==> config.mk <==
export PLATFORM = sky130hd
export DESIGN_NAME = int_alu_arbiter
export DESIGN_NICKNAME = d
export VERILOG_FILES = /design/src/rtl/int_alu_arbiter.sv
export SDC_FILE = /design/constraint.sdc
export NUM_CORES = 1
export LEC_CHECK = 0
export CAP_MARGIN = 40
export CORE_AREA = 2 2 127 129
export DETAILED_ROUTE_END_ITERATION = 7
export DIE_AREA = 0 0 129 131
export HOLD_SLACK_MARGIN = 0.02
export PLACE_DENSITY = 0.77
export SLEW_MARGIN = 20
export SYNTH_ARGS = -nofsm -noshare
export SYNTH_HDL_FRONTEND = slang
export SYNTH_SLANG_ARGS = --single-unit
export TNS_END_PERCENT = 10
==> constraint.sdc <==
create_clock -name clk -period 1.7 [get_ports clk]
set_input_delay 0.255 -clock clk [delete_from_list [all_inputs] [get_ports clk]]
set_output_delay 0.255 -clock clk [all_outputs]
set_load 0.01 [all_outputs]
==> src/rtl/int_alu_arbiter.sv <==
// Two-port round-robin front end for a shared combinational integer ALU.
// Each port has a single-entry response buffer that holds the result until it is drained.
module int_alu_arbiter #(
   parameter int TAG_W = 4
) (
   input  logic             clk,
   input  logic             rst_n,

   input  logic             req0_valid,
   output logic             req0_ready,
   input  logic [3:0]       req0_op,
   input  logic [31:0]      req0_a,
   input  logic [31:0]      req0_b,
   input  logic [TAG_W-1:0] req0_tag,

   input  logic             req1_valid,
   output logic             req1_ready,
   input  logic [3:0]       req1_op,
   input  logic [31:0]      req1_a,
   input  logic [31:0]      req1_b,
   input  logic [TAG_W-1:0] req1_tag,

   output logic             rsp0_valid,
   input  logic             rsp0_ready,
   output logic [31:0]      rsp0_y,
   output logic [TAG_W-1:0] rsp0_tag,

   output logic             rsp1_valid,
   input  logic             rsp1_ready,
   output logic [31:0]      rsp1_y,
   output logic [TAG_W-1:0] rsp1_tag,

   output logic [3:0]       alu_op,
   output logic [31:0]      alu_a,
   output logic [31:0]      alu_b,
   input  logic [31:0]      alu_y
);

   logic last_grant;
   logic elig0, elig1;
   logic grant0, grant1;

   always_comb begin
      elig0  = req0_valid && (!rsp0_valid || rsp0_ready);
      elig1  = req1_valid && (!rsp1_valid || rsp1_ready);
      // On contention the port that did not win last time goes first.
      grant0 = rst_n && elig0 && (!elig1 || last_grant);
      grant1 = rst_n && elig1 && (!elig0 || !last_grant);
   end

   assign req0_ready = grant0;
   assign req1_ready = grant1;

   always_comb begin
      alu_op = 4'd0;
      alu_a  = 32'd0;
      alu_b  = 32'd0;
      if (grant0) begin
         alu_op = req0_op;
         alu_a  = req0_a;
         alu_b  = req0_b;
      end else if (grant1) begin
         alu_op = req1_op;
         alu_a  = req1_a;
         alu_b  = req1_b;
      end
   end

   always_ff @(posedge clk or negedge rst_n) begin
      if (!rst_n) begin
         last_grant <= 1'b1;
      end else if (grant0) begin
         last_grant <= 1'b0;
      end else if (grant1) begin
         last_grant <= 1'b1;
      end
   end

   // A grant on the same edge as a drain reloads the buffer, so valid stays high.
   always_ff @(posedge clk or negedge rst_n) begin
      if (!rst_n) begin
         rsp0_valid <= 1'b0;
         rsp0_y     <= 32'd0;
         rsp0_tag   <= '0;
      end else if (grant0) begin
         rsp0_valid <= 1'b1;
         rsp0_y     <= alu_y;
         rsp0_tag   <= req0_tag;
      end else if (rsp0_valid && rsp0_ready) begin
         rsp0_valid <= 1'b0;
      end
   end

   always_ff @(posedge clk or negedge rst_n) begin
      if (!rst_n) begin
         rsp1_valid <= 1'b0;
         rsp1_y     <= 32'd0;
         rsp1_tag   <= '0;
      end else if (grant1) begin
         rsp1_valid <= 1'b1;
         rsp1_y     <= alu_y;
         rsp1_tag   <= req1_tag;
      end else if (rsp1_valid && rsp1_ready) begin
         rsp1_valid <= 1'b0;
      end
   end

endmodule

### Yosys cells after proc, flatten, opt, wreduce, memory -nomap -nowiden

Index checks and enable logic that the tools add are counted.

| word-level totals | value |
|---|---|
| register bits | 75 |
| input port bits | 182 |
| output and inout bits | 144 |
| logic and storage cells | 39 |

| operators by class | value |
|---|---|
| multiplexer cells | 12 |
| reduce and logical (&&, ||, !) cells | 20 |

Operator list:

| kind | count |
|---|---|
| $mux 32 | 4 |
| $logic_and 1x1->1 | 8 |
| $mux 4 | 2 |
| $mux 1 | 6 |
| $reduce_bool 2->1 | 3 |
| $logic_not 1->1 | 5 |
| $logic_or 1x1->1 | 4 |

### Longest topological paths before layout

| logic depth | value |
|---|---|
| depth after elaboration | 8 |
| mapped depth | 5 |
| gate-level depth less buffers | 3 |

### Least setup slack after synthesis

OpenSTA, ideal clock, no wires.

| timing | value |
|---|---|
| path kind | reg-to-output |
| start point | register last_grant |
| end point | output alu_a[11] |
| data arrival time | 1419 ps |
| data required time | 1445 ps |
| path slack | 26 ps |
| stages on the path, launching flop included | 6 |
| cell sequence | dfstp_2 -> nor2b_2 -> a211o_1 -> buf_2 -> buf_6 -> o22ai_1 |

| on the way | value |
|---|---|
| longest elaborated chain between the ends | 5 |
| elaborated cells between the ends (all ways) | 7 |
| those cells by class | mux (2); reduce/logical (5) |

RTL lines:

| element | RTL line | source |
|---|---|---|
| start: declaration | 39 | `logic last_grant;` |
| start signal: assignment | 71 | `last_grant <= 1'b1;` |
| start signal: assignment | 73 | `last_grant <= 1'b0;` |
| start signal: assignment | 75 | `last_grant <= 1'b1;` |
| $logic_not 1->1 | 48 | `grant1 = rst_n && elig1 && (!elig0 \|\| !last_grant);` |
| $logic_or 1x1->1 | 48 |  |
| $logic_and 1x1->1 | 48 |  |
| $mux 32 | 62 | `end else if (grant1) begin` |
| $mux 32 (*) | 58 | `if (grant0) begin` |
| end: declaration | 34 | `output logic [31:0] alu_a,` |

Mark *: on every way between the ends. The rest lies on a longest branch, timed or not.

### Worst setup path in the final report

| timing | value |
|---|---|
| start point | register last_grant |
| end point | output alu_a[1] |

The elaborated chain is that of the path after synthesis.

==> results.json <==
{
  "status": "finished, violations left",
  "violations": "negative setup slack",
  "regArea_um2": 1880,
  "reg2reg_from": "last_grant",
  "antenna_found_initial": 0,
  "grt_pass1_vias": 4100,
  "setup_viol": 142,
  "place_worst_setup_slack_ps": -771,
  "switchingPower_mw": 2.44,
  "vdd_drop_max_uv": 527,
  "overflow": 0,
  "area_delta_synth_final_pct": 110,
  "cts_buffers": 9,
  "setup-tns-final_ps": -32780,
  "drt_iter0_markers": 164,
  "diodes": 0,
  "cts.sinks": 75,
  "synthAdderAreaFrac_pct": 0,
  "antenna_left": 0,
  "switching_share_pct": 30.1,
  "route.detailed.drc": 0,
  "hold_viol_final": 0,
  "cp_max_fo": 7,
  "final.period_utilization_pct": 124,
  "p_leak_nw": 3.59,
  "num_io_pins": 326,
  "synth.area.mux_share_pct": 21.1,
  "clk_path_buf_depth": 2,
  "grt_pass1_wl_mm": 22.0,
  "slew_violations": 0,
  "htreeDepth": 3,
  "viasPerCell": 4.63,
  "design.core.area_um2": 15600,
  "grt_max_degree": 52,
  "dieArea_um2": 16900,
  "yosys.area.top_type": "dfrtp_1",
  "fmax_mhz": 475,
  "worstPathRequired_ps": 1440,
  "root_buffer": "clkbuf_16",
  "hp-class": "in2async",
  "dieWidth_um": 129,
  "nFillCells": 1342,
  "reg2reg_depth": 6,
  "wl_mm": 17.2,
  "clock_latency_ps": 330,
  "max_cap_viol_count": 0,
  "nNetsFinal": 927,
  "vias": 4473,
  "finalClockSkew_ps": 3.83,
  "initial_core_util_pct": 25.6,
  "crit_arrival_ps": 1850,
  "p_seq_share_pct": 31.3,
  "worstMarginPinSlew_ps": 567,
  "placedCellCount": 936,
  "ys_ff_latch": 75,
  "detailed_place_hpwl_mm": 11.9,
  "yosysSeqAreaShare_pct": 47.0,
  "wl_per_cell_um": 17.8,
  "synthXorXnorAreaFrac_pct": 0,
  "cts_tree": "built",
  "netlist-cell-type-count": 25,
  "r2r_slack_ps": -140,
  "avgSynthCellArea_um2": 9.87,
  "power_density_nw_per_um2": 970,
  "reg2reg_to": "rsp1_y[2]",
  "intPower_mw": 5.68,
  "multi_input_area_um2": 2340,
  "synth_top_family_by_area": "multiplexers",
  "final_cell_mix": "clkdlybuf4s50_1 (253), nand2_1 (139), dfrtp_1 (74)",
  "first_pass_iters": 4,
  "netlist_area_um2": 4000,
  "die_h_um": 131,
  "final_common_cell": "clkdlybuf4s50_1",
  "grt_setup_unrepaired": "true",
  "clkTransAtPathRegs_ps": 60,
  "synth-simple-area-share_pct": 14.2,
  "min_period_ps": 2110,
  "worstSetupStartpointType": "register",
  "synth_compound_area_share_pct": 11.9,
  "fin_ws_ps": -406,
  "synth_area_leaders": "dfrtp_1 (46%), nand2_1 (13%), mux2_2 (12%)",
  "fin_total_pwr_mw": 8.12,
  "rows": 46,
  "fin_cells": 966,
  "yosysTopAreaCellShare_pct": 46.3,
  "worstSetupEndpointType": "primary output",
  "syn-instance-count": 405,
  "slew_headroom_pct": 62.2,
  "drive_gt1_share_pct": 32.0,
  "syn_nets": 587,
  "port_buffers": 325,
  "grt_use_total_pct": 16.7,
  "combPwrFrac_pct": 44.8,
  "critical_path_class": "reg2out",
  "clockPowerShare_pct": 23.9,
  "finalWeightedCongestion": 0.764,
  "ys_warn_count": 0
}
-- worst max-delay path, cell delays in order (launching register included) --
cell,delay (ps)
dfstp_2,590
nor2b_4,80
a211o_4,390
clkbuf_16,200
o22ai_4,130
buf_6,130
-- routing by layer --
| metal | up-vias | share of wire (%) | track usage [%] |
|---|---|---|---|
| met5 | - | 0 | 0 |
| met4 | 0 | 2.2 | 5.05 |
| met3 | 34 | 7.0 | 5.13 |
| met2 | 200 | 52 | 28.5 |
| met1 | 2136 | 39 | 20.5 |
| li1 | 2103 | - | - |
-- flip-flops by register name (all words and copies together), names as in the netlist --
name and cells:
rsp0_y 32, rsp1_y 32, rsp0_tag 4, rsp1_tag 4
last_grant 1, rsp0_valid 1, rsp1_valid 1
-- metrics by stage --
stage / area [um2] / hold WS, ps / util (%)
2_1_floorplan: 4000 / -40.6 / -
3_3_place_gp: 7620 / 268 / 48.9
3_5_place_dp: 7620 / 263 / 48.9
4_1_cts: 7840 / 32.8 / 50.3
5_1_grt: 8370 / 52.0 / 53.7
6_report: 8370 / 26.4 / 53.7
-- repair_timing --
action	in CTS	in global routing
hold buffers	1	0
setup buffers	0	1
cloned	1	11
endpoints found under the setup margin	142	142
hold endpoints to repair	2	0
pin swaps	0	15
resized for setup	219	142
-- final cells by class --
cell class | count | area share, %
multi-input combinational | 292 | 27.9
inverter | 2 | 0.0897
sequential | 75 | 22.4
tap | 216 | 3.23
clock inverter | 6 | 0.882
timing repair buffer | 365 | 42.6
clock buffer | 10 | 2.85
-- kinds of logic (layout without fill, tap and decap cells) --
family,count (synthesis),after routing
DFF,75,75
and+or+nand+nor,145,145
AOI/OAI and AO/OA,74,75
buffers and inverters,39,383
muxes,72,72
-- how the worst max path moves through the flow --
stage                           from         to
after floorplan           last_grant  alu_a[11]
after global placement    req1_valid   alu_b[0]
after detailed placement  req1_valid   alu_b[0]
after CTS                 last_grant  alu_b[16]
after global routing      last_grant   alu_a[1]
final                     last_grant   alu_a[1]
-- cell usage after synthesis, drive strengths merged --
cell type  number
or2             1
o22ai          68
a211o           1
nor2b           2
buf            18
o211ai          2
inv             2
and2            1
mux2           72
a211oi          1
nand2b          1
o21ai           2
nand2         140
clkbuf         19
dfstp           1
dfrtp          74
-- power groups by stage --
stage / combinational, mW / sequential [mW] / clock [mW]
2_1_floorplan: 1.00 / 2.79 / 0
3_3_place_gp: 3.28 / 2.54 / 0
3_5_place_dp: 3.31 / 2.57 / 0
4_1_cts: 3.27 / 2.54 / 1.99
5_1_grt: 3.85 / 2.61 / 2.07
6_report: 3.64 / 2.54 / 1.94
(Power assumes the default switching activity.)
